==> src/rtl/conv2_pkg.sv <==
// Shared geometry, address widths and FSM state encoding for the layer-2 convolution controller.
`timescale 1ns/1ps
package conv2_pkg;

  localparam int DEF_IN_H   = 27;
  localparam int DEF_IN_W   = 27;
  localparam int DEF_CH     = 96;
  localparam int DEF_K      = 5;
  localparam int DEF_PAD    = 2;
  localparam int DEF_DATA_W = 16;

  localparam int DEF_OUT_H = DEF_IN_H + 2*DEF_PAD - DEF_K + 1;
  localparam int DEF_OUT_W = DEF_IN_W + 2*DEF_PAD - DEF_K + 1;

  localparam int DEF_IN_AW  = $clog2(DEF_IN_H*DEF_IN_W*DEF_CH);
  localparam int DEF_K_AW   = $clog2(DEF_K*DEF_K*DEF_CH);
  localparam int DEF_OUT_AW = $clog2(DEF_OUT_H*DEF_OUT_W);

  typedef enum logic [2:0] {
    ST_IDLE,
    ST_RUN,
    ST_DRAIN,
    ST_WRITE,
    ST_DONE
  } state_t;

  // Counter width for a range of n values, never narrower than one bit.
  function automatic int cw(input int n);
    return (n > 1) ? $clog2(n) : 1;
  endfunction

endpackage

==> src/rtl/conv2_mac.sv <==
// Time-shared multiply-accumulate: one tap per cycle, bubble-tagged, wrapping DATA_W-bit sum.
`timescale 1ns/1ps
module conv2_mac
  import conv2_pkg::*;
#(
  parameter int DATA_W = DEF_DATA_W
) (
  input  logic              clk,
  input  logic              rst_n,
  input  logic              i_clr,
  input  logic              i_tag,
  input  logic [DATA_W-1:0] i_a,
  input  logic [DATA_W-1:0] i_b,
  output logic [DATA_W-1:0] o_acc
);

  logic              r_tag;
  logic [DATA_W-1:0] r_acc;
  logic [DATA_W-1:0] w_prod;

  // Product evaluated in DATA_W context, so only the low bits survive.
  assign w_prod = i_a * i_b;

  always_ff @(posedge clk or negedge rst_n) begin
    if (!rst_n) begin
      r_tag <= 1'b0;
      r_acc <= '0;
    end else begin
      r_tag <= i_tag;
      if (i_clr) begin
        r_acc <= '0;
      end else if (r_tag) begin
        r_acc <= r_acc + w_prod;
      end
    end
  end

  assign o_acc = r_acc;

endmodule

==> src/rtl/conv2_seq_ctrl.sv <==
// Sequential conv layer-2 controller: walks (i,j,m,n,ch), skips padded taps, writes one
// accumulated word per output position over a ready/valid port.
`timescale 1ns/1ps
module conv2_seq_ctrl
  import conv2_pkg::*;
#(
  parameter  int IN_H   = DEF_IN_H,
  parameter  int IN_W   = DEF_IN_W,
  parameter  int CH     = DEF_CH,
  parameter  int K      = DEF_K,
  parameter  int PAD    = DEF_PAD,
  parameter  int DATA_W = DEF_DATA_W,
  localparam int OUT_H  = IN_H + 2*PAD - K + 1,
  localparam int OUT_W  = IN_W + 2*PAD - K + 1,
  localparam int IN_AW  = $clog2(IN_H*IN_W*CH),
  localparam int K_AW   = $clog2(K*K*CH),
  localparam int OUT_AW = $clog2(OUT_H*OUT_W)
) (
  input  logic              clk,
  input  logic              rst_n,
  input  logic              i_start,
  output logic              o_busy,
  output logic              o_done,
  output logic              o_in_rd_en,
  output logic [IN_AW-1:0]  o_in_addr,
  input  logic [DATA_W-1:0] i_in_rdata,
  output logic              o_k_rd_en,
  output logic [K_AW-1:0]   o_k_addr,
  input  logic [DATA_W-1:0] i_k_rdata,
  output logic              o_out_valid,
  input  logic              i_out_ready,
  output logic [OUT_AW-1:0] o_out_addr,
  output logic [DATA_W-1:0] o_out_data
);

  localparam int I_W  = cw(OUT_H);
  localparam int J_W  = cw(OUT_W);
  localparam int M_W  = cw(K);
  localparam int CH_W = cw(CH);
  localparam int S_W  = cw(OUT_H + OUT_W + 2*K + IN_H + IN_W + 2*PAD) + 1;

  state_t r_state;
  state_t w_state_next;

  logic [I_W-1:0]  r_i;
  logic [J_W-1:0]  r_j;
  logic [M_W-1:0]  r_m;
  logic [M_W-1:0]  r_n;
  logic [CH_W-1:0] r_ch;

  logic              w_last_tap;
  logic              w_last_pos;
  logic              w_row_ok;
  logic              w_col_ok;
  logic              w_tap_real;
  logic              w_acc_clr;
  logic [S_W-1:0]    w_row_sum;
  logic [S_W-1:0]    w_col_sum;
  logic [IN_AW-1:0]  w_row;
  logic [IN_AW-1:0]  w_col;
  logic [IN_AW-1:0]  w_in_lin;
  logic [K_AW-1:0]   w_k_lin;
  logic [DATA_W-1:0] w_acc;

  assign w_last_tap = (r_m == M_W'(K-1)) && (r_n == M_W'(K-1)) && (r_ch == CH_W'(CH-1));
  assign w_last_pos = (r_i == I_W'(OUT_H-1)) && (r_j == J_W'(OUT_W-1));

  // Padding test on the unshifted sums i+m and j+n avoids signed arithmetic.
  assign w_row_sum = S_W'(r_i) + S_W'(r_m);
  assign w_col_sum = S_W'(r_j) + S_W'(r_n);
  assign w_row_ok  = (w_row_sum >= S_W'(PAD)) && (w_row_sum < S_W'(IN_H + PAD));
  assign w_col_ok  = (w_col_sum >= S_W'(PAD)) && (w_col_sum < S_W'(IN_W + PAD));

  assign w_row    = IN_AW'(r_i) + IN_AW'(r_m) - IN_AW'(PAD);
  assign w_col    = IN_AW'(r_j) + IN_AW'(r_n) - IN_AW'(PAD);
  assign w_in_lin = (w_row * IN_AW'(IN_W) + w_col) * IN_AW'(CH) + IN_AW'(r_ch);
  assign w_k_lin  = (K_AW'(r_m) * K_AW'(K) + K_AW'(r_n)) * K_AW'(CH) + K_AW'(r_ch);

  assign o_in_rd_en = w_tap_real;
  assign o_k_rd_en  = w_tap_real;
  assign o_in_addr  = w_tap_real ? w_in_lin : '0;
  assign o_k_addr   = w_tap_real ? w_k_lin  : '0;
  assign o_out_addr = OUT_AW'(r_i) * OUT_AW'(OUT_W) + OUT_AW'(r_j);
  assign o_out_data = w_acc;

  always_ff @(posedge clk or negedge rst_n) begin
    if (!rst_n) begin
      r_state <= ST_IDLE;
    end else begin
      r_state <= w_state_next;
    end
  end

  always_comb begin
    w_state_next = r_state;
    o_busy       = 1'b0;
    o_done       = 1'b0;
    o_out_valid  = 1'b0;
    w_tap_real   = 1'b0;
    w_acc_clr    = 1'b0;
    case (r_state)
      ST_IDLE: begin
        if (i_start) begin
          w_state_next = ST_RUN;
          w_acc_clr    = 1'b1;
        end
      end
      ST_RUN: begin
        o_busy     = 1'b1;
        w_tap_real = w_row_ok && w_col_ok;
        if (w_last_tap) begin
          w_state_next = ST_DRAIN;
        end
      end
      ST_DRAIN: begin
        o_busy       = 1'b1;
        w_state_next = ST_WRITE;
      end
      ST_WRITE: begin
        o_busy      = 1'b1;
        o_out_valid = 1'b1;
        if (i_out_ready) begin
          w_acc_clr    = 1'b1;
          w_state_next = w_last_pos ? ST_DONE : ST_RUN;
        end
      end
      ST_DONE: begin
        o_done       = 1'b1;
        w_state_next = ST_IDLE;
      end
      default: begin
        w_state_next = ST_IDLE;
      end
    endcase
  end

  // Tap counters wrap to zero on the last tap, so RUN always re-enters at m=n=ch=0.
  always_ff @(posedge clk or negedge rst_n) begin
    if (!rst_n) begin
      r_i  <= '0;
      r_j  <= '0;
      r_m  <= '0;
      r_n  <= '0;
      r_ch <= '0;
    end else begin
      case (r_state)
        ST_IDLE: begin
          if (i_start) begin
            r_i  <= '0;
            r_j  <= '0;
            r_m  <= '0;
            r_n  <= '0;
            r_ch <= '0;
          end
        end
        ST_RUN: begin
          if (r_ch == CH_W'(CH-1)) begin
            r_ch <= '0;
            if (r_n == M_W'(K-1)) begin
              r_n <= '0;
              if (r_m == M_W'(K-1)) begin
                r_m <= '0;
              end else begin
                r_m <= r_m + M_W'(1);
              end
            end else begin
              r_n <= r_n + M_W'(1);
            end
          end else begin
            r_ch <= r_ch + CH_W'(1);
          end
        end
        ST_WRITE: begin
          if (i_out_ready && !w_last_pos) begin
            if (r_j == J_W'(OUT_W-1)) begin
              r_j <= '0;
              r_i <= r_i + I_W'(1);
            end else begin
              r_j <= r_j + J_W'(1);
            end
          end
        end
        default: begin
        end
      endcase
    end
  end

  conv2_mac #(
    .DATA_W (DATA_W)
  ) u_mac (
    .clk   (clk),
    .rst_n (rst_n),
    .i_clr (w_acc_clr),
    .i_tag (w_tap_real),
    .i_a   (i_in_rdata),
    .i_b   (i_k_rdata),
    .o_acc (w_acc)
  );

endmodule
==> config.mk <==
export PLATFORM = sky130hd
export DESIGN_NAME = conv2_seq_ctrl
export DESIGN_NICKNAME = d
export VERILOG_FILES = /design/src/rtl/conv2_pkg.sv /design/src/rtl/conv2_mac.sv /design/src/rtl/conv2_seq_ctrl.sv
export SDC_FILE = /design/constraint.sdc
export NUM_CORES = 1
export LEC_CHECK = 0
export BUFFER_PORTS_ARGS = -buffer_cell sky130_fd_sc_hd__buf_2
export CORE_ASPECT_RATIO = 1.25
export CORE_MARGIN = 2
export CORE_UTILIZATION = 50
export CTS_CLUSTER_DIAMETER = 50
export DETAILED_ROUTE_END_ITERATION = 7
export GPL_TIMING_DRIVEN = 0
export PLACE_DENSITY = 0.72
export REMOVE_ABC_BUFFERS = 1
export SKIP_LAST_GASP = 1
export SYNTH_ARGS = -nofsm -noshare
export SYNTH_HDL_FRONTEND = slang
export SYNTH_SLANG_ARGS = --single-unit
==> constraint.sdc <==
create_clock -name clk -period 7.3 [get_ports clk]
set_input_delay 0.365 -clock clk [delete_from_list [all_inputs] [get_ports clk]]
set_output_delay 0.365 -clock clk [all_outputs]
set_load 0.005 [all_outputs]
* Yosys cells after proc, flatten, opt, wreduce, memory -nomap -nowiden *
Cells that the tools add are included.

storage, ports and cells
  latch bits = 0
  flip-flop bits (word level) = 43
  input bits = 36
  bits in writable memories = 0
  logic and storage cells = 104
  ROM bits = 0
  memories kept = 0
  output and inout bits = 60

operators by class
  bitwise operators = 0
  add/subtract/negate cells = 17
  equality and inequality tests = 16
  $mul = 6
  $lt $le $gt $ge = 4
  multiplexer cells = 34
  reduce and logical (&&, ||, !) cells = 19
  divide/modulo/power cells = 0
  shifts and indexed selects = 0

operators with widths
  cell                                                                    number
  16-bit two-way mux                                                      2
  3-bit two-way mux                                                       10
  5-bit two-way mux                                                       5
  5-bit by 3-bit adder with 6-bit output                                  4
  5-bit case mux with 2 select lines                                      2
  17-bit by 7-bit adder with 17-bit output                                1
  17-bit by 2-bit multiplier with 12-bit output (second input constant)   1
  17-bit two-way mux                                                      1
  16-bit adder                                                            1
  16-bit by 16-bit multiplier with 16-bit output                          1
  13-bit by 7-bit adder with 14-bit output                                1
  7-bit two-way mux                                                       2
  2-bit inequality test (second input constant)                           7
  7-bit case mux with 2 select lines                                      1
  6-bit by 2-bit subtractor with 7-bit output (second input constant)     2
  7-bit by 6-bit multiplier with 13-bit output (second input constant)    1
  12-bit by 7-bit adder with 12-bit output                                1
  6-bit by 2-bit >= comparator with 1-bit output (second input constant)  2
  6-bit by 5-bit < comparator with 1-bit output (second input constant)   2
  12-bit two-way mux                                                      1
  3-bit case mux with 2 select lines                                      2
  3-bit case mux with 4 select lines                                      1
  10-bit by 5-bit adder with 10-bit output                                1
  5-bit by 1-bit adder with 5-bit output (second input constant)          2
  other kinds (21)                                                        42

* Depth between registers and ports, before layout *
  depth after elaboration = 7
  depth in mapped cells = 33
  mapped depth without buffers = 33

* Modules after synthesis *
A second synthesis with hierarchy kept.

unflattened totals
  cell total of the unflattened synthesis = 1220
  area total of the unflattened synthesis = 10448.8 µm²

modules (own cells, without submodules)
  module          cells each  times used  area each (µm²)  seq. area each (µm²)
  conv2_seq_ctrl  628         1           5326.4           650.6
  conv2_mac       592         1           5122.4           425.4

* Worst setup path after synthesis *
Ideal clock, no wire load.

  path type = reg2out
  start point = reg r_i[1]
  end point = out o_in_addr[16]
  path buffers = 0
  arrival = 6661 ps
  slack = 274 ps
  cell stages (with the launch flop) = 32
  cells stage by stage = dfrtp_1 > inv_1 > ha_1 > inv_1 > ha_1 > inv_1 > fa_1 > inv_1 > a21oi_1 > nor2_1 > nor2_1 > xnor2_1 > ha_1 > inv_1 > fa_1 > inv_1 > fa_1 > inv_1 > fa_1 > inv_1 > ha_1 > or3_1 > or3_4 > a221oi_4 > xnor2_1 > ha_1 > a21oi_1 > o21ai_1 > xnor2_1 > xnor2_1 > xnor3_1 > nor2_1

between the ends
  longest elaborated chain between the ends = 7

RTL lines
  what                                           RTL line                                    text
  from (decl)                                    conv2_seq_ctrl.sv:45                        logic [I_W-1:0] r_i;
  from (signal assigned)                         conv2_seq_ctrl.sv:177                       r_i <= r_i + I_W'(1);
  5-bit by 3-bit adder with 6-bit output         conv2_seq_ctrl.sv:69, conv2_seq_ctrl.sv:74
  6-bit by 2-bit subtractor with 7-bit output    conv2_seq_ctrl.sv:74                        assign w_row = IN_AW'(r_i) + IN_AW'(r_m) - IN_AW'(PAD);
  7-bit by 6-bit multiplier with 13-bit output   conv2_seq_ctrl.sv:76                        assign w_in_lin = (w_row * IN_AW'(IN_W) + w_col) * IN_AW'(CH) + IN_AW'(r_ch);
  13-bit by 7-bit adder with 14-bit output       conv2_seq_ctrl.sv:76
  17-bit by 2-bit multiplier with 12-bit output  conv2_seq_ctrl.sv:76
  17-bit by 7-bit adder with 17-bit output       conv2_seq_ctrl.sv:76
  17-bit two-way mux *                           conv2_seq_ctrl.sv:81                        assign o_in_addr = w_tap_real ? w_in_lin : '0;
  to (decl)                                      conv2_seq_ctrl.sv:25                        output logic [IN_AW-1:0] o_in_addr,

Mark *: on every way between the ends. The rest lies on a longest branch, timed or not.

* Final worst setup path *
  start point = reg r_m[1]
  end point = out o_in_addr[16]

between the ends
  longest elaborated chain between the ends = 7

RTL lines
  what                                           RTL line                                    text
  from (decl)                                    conv2_seq_ctrl.sv:47                        logic [M_W-1:0] r_m;
  from (signal assigned)                         conv2_seq_ctrl.sv:164                       r_m <= r_m + M_W'(1);
  5-bit by 3-bit adder with 6-bit output         conv2_seq_ctrl.sv:69, conv2_seq_ctrl.sv:74
  6-bit by 2-bit subtractor with 7-bit output    conv2_seq_ctrl.sv:74
  7-bit by 6-bit multiplier with 13-bit output   conv2_seq_ctrl.sv:76
  13-bit by 7-bit adder with 14-bit output       conv2_seq_ctrl.sv:76
  17-bit by 2-bit multiplier with 12-bit output  conv2_seq_ctrl.sv:76
  17-bit by 7-bit adder with 17-bit output       conv2_seq_ctrl.sv:76
  17-bit two-way mux *                           conv2_seq_ctrl.sv:81

Marks and branches as above.

==> metrics.md <==
| Metric | Value |
|---|---|
| Status | `finished clean` |
| Synth cell types | `53` |
| Final RePlAce weighted congestion | `0.815` |
| Max Clock Skew | `7.87 ps` |
| ANT cells | `0` |
| Global route overflow | `0` |
| Crit. End Element | `output port` |
| CP max FO | `4` |
| Sequential-to-total area share from yosys stat | `0.106` |
| Hold Violations, Final | `0` |
| Number of core rows | `58` |
| Placed Area | `10800 sq um` |
| Clock latency on the worst-skew pair | `290 ps` |
| Cells after Synth | `1179` |
| RSZ-0062 raised after global routing | `yes` |
| Final min period | `7160 ps` |
| Max Used Layer | `met4` |
| NumNets Final | `1592` |
| Antenna-violating nets left | `0` |
| Fraction of registers with async set or reset after synthesis | `1.00` |
| CP max-delay cell | `fa_1` |
| Layout cell share with drive strength beyond 1 | `0.137` |
| Max_cap viols | `0` |
| EDFF count, synth | `0` |
| Most common cell after layout, fill and taps aside | `inv_1` |
| Final setup violation count | `0` |
| CP arrival | `6790 ps` |
| Largest net degree at the start of global routing | `44` |
| Synth Warn # | `0` |
| Critical R2R Launch | `u_mac.o_acc[4]` |
| Crit Path Category | `register to output port` |
| Initial antenna violation count | `0` |
| Total wire length | `21300 um` |
| Worst path bufs/invs | `9` |
| Reg2reg path depth | `17` |
| Initial core utilization | `0.508` |
| Worst-margin pin slew | `1190 ps` |
| Startpoint types | `register` |
| Fin. max-slew vios | `0` |
| Vias in the first global route | `8045` |
| Layout fillers | `1857` |
| Detail Route met3 WL | `575 um` |
| I/O pin cnt | `96` |
| Syn_area_per_cell | `8.63 sq um` |
| Port Buffers | `95` |
| Core Area | `20000 sq um` |
| CP top delay family | `adder cells` |
| Drt via density | `5.14` |
| Multi-input gate area | `8180 sq um` |
| Synth Register Bits | `43` |
| TritonCTS clock tree | `yes` |
| Cts hold-fix bufs | `0` |
| CTS clock-pin slew for the worst setup and hold paths | `60 ps` |
| Register area | `1080 sq um` |
| Drt wl/cell | `13.9 um` |
| Main flop type after synthesis | `dfrtp_1` |
| Die Span Y | `163 um` |
| Max incr delay on CP | `510 ps` |
| Width of the chip | `132 um` |
| Initial DRC Count | `303` |
| RR Endpoint | `u_mac.o_acc[14]` |
| CP required | `6930 ps` |
| DP Wirelength | `17800 um` |
| Finished Cell Area | `11300 sq um` |
| Clk sink count | `43` |
| Met1 WL | `8670 um` |
| Synthesized cell area | `10200 sq um` |
| Drt drc | `0` |
| Max_slew headroom | `0.202` |
| Met2 routed WL | `11800 um` |
| Total number of vias | `7899` |
| First-pass GRT wire length | `37400 um` |
| Pre-Repair DR Iteration Count | `5` |
| CTS Buf Count | `5` |
| Synth-to-Final Area Change | `10.9%` |
| Fmax | `140 MHz` |
| TNS Setup | `0 ps` |
| R2r setup slk | `2790 ps` |
| Commonest non-fill, non-tap cells in the layout | `inv_1, ha_1, nand2_1, fa_1, buf_2` |
| Clk root buf | `clkbuf_16` |
| Clock tree buffer depth | `2` |
| Fin crit share | `0.980` |
| Hold WC Path Type | `input pin to asynchronous set/reset pin` |
| Most frequent CP cell | `inv_2` |
| GRT Util Overall | `0.208` |
| Die area | `21500 sq um` |
| Depth of the CTS H-tree | `2` |
| Crit path from | `r_m[1]` |
## metrics by stage
step	hold slack, ps	setup WS (ps)	std cells	utilization
after global routing	338	-109	1537	0.563
after CTS	295	11.1	1527	0.554
after detailed placement	533	-310	1510	0.540
final	260	144	1537	0.563
after global placement	529	-290	1510	0.540
after floorplan	69.4	274	1145	-
## cell families after synthesis
| logic type | share of synthesized area |
|---|---|
| AOI/OAI and AO/OA | 0.0919 |
| xor gates and xnor gates | 0.0914 |
| adders and majority gates | 0.449 |
| buffers and inverters | 0.105 |
| DFF | 0.106 |
| muxes | 0.0138 |
| and+or+nand+nor | 0.143 |
## how the worst max path moves through the flow
stage,endpoint,slack [ps],cells after the start
after detailed placement,o_in_addr[16],-310,32
after global routing,o_in_addr[16],-110,32
after floorplan,o_in_addr[16],270,31
final,o_in_addr[16],140,32
after global placement,o_in_addr[16],-290,32
after CTS,o_in_addr[16],10,30
## synthesized netlist by cell type (6+ instances only)
| master | count | area share |
|---|---|---|
| ha_1 | 162 | 0.20 |
| nand3_1 | 15 | 0.0074 |
| o21bai_1 | 7 | 0.0052 |
| a31oi_1 | 7 | 0.0043 |
| clkbuf_1 | 17 | 0.0063 |
| xor2_1 | 27 | 0.023 |
| o21a_1 | 7 | 0.0052 |
| a21oi_1 | 37 | 0.018 |
| a21o_1 | 19 | 0.014 |
| o21ai_0 | 35 | 0.017 |
| nor3_1 | 10 | 0.0049 |
| buf_4 | 6 | 0.0044 |
| nand2_1 | 126 | 0.046 |
| buf_2 | 10 | 0.0049 |
| nor2_1 | 77 | 0.028 |
| dfrtp_1 | 43 | 0.11 |
| mux2i_1 | 14 | 0.014 |
| inv_1 | 240 | 0.089 |
| and2_1 | 51 | 0.031 |
| nand2b_1 | 11 | 0.0068 |
| fa_1 | 127 | 0.25 |
| xnor2_1 | 74 | 0.064 |
## area by class of cell
class	count	share of cell area
sequential	43	0.0960
clock inverter	1	0.00266
timing repair buffer	115	0.0554
multi-input combinational	862	0.724
tap	270	0.0299
clock buffer	6	0.0114
inverter	240	0.0801
## registers in the layout (all words and copies together) (netlist names)
signal / cells
r_i: 5
r_j: 5
u_mac.o_acc: 16
r_n: 3
r_m: 3
r_state: 3
r_ch: 7
u_mac.r_tag: 1
## timing repair
item | in CTS | in global routing
resized for setup | 14 | 33
buffers inserted | 10 | 10
pin swaps | 12 | 24
setup endpoints to repair | 3 | 3
## metal layers
layer | vias to the layer above | global-route usage
met3 | 24 | 0.0155
met4 | 0 | 0.0415
li1 | 3863 | -
met5 | - | 0
met1 | 3891 | 0.245
met2 | 121 | 0.411
Power is left out: the tool's default activity adds up to more than one toggle a clock period on the data nets, which glitch-free logic cannot reach.
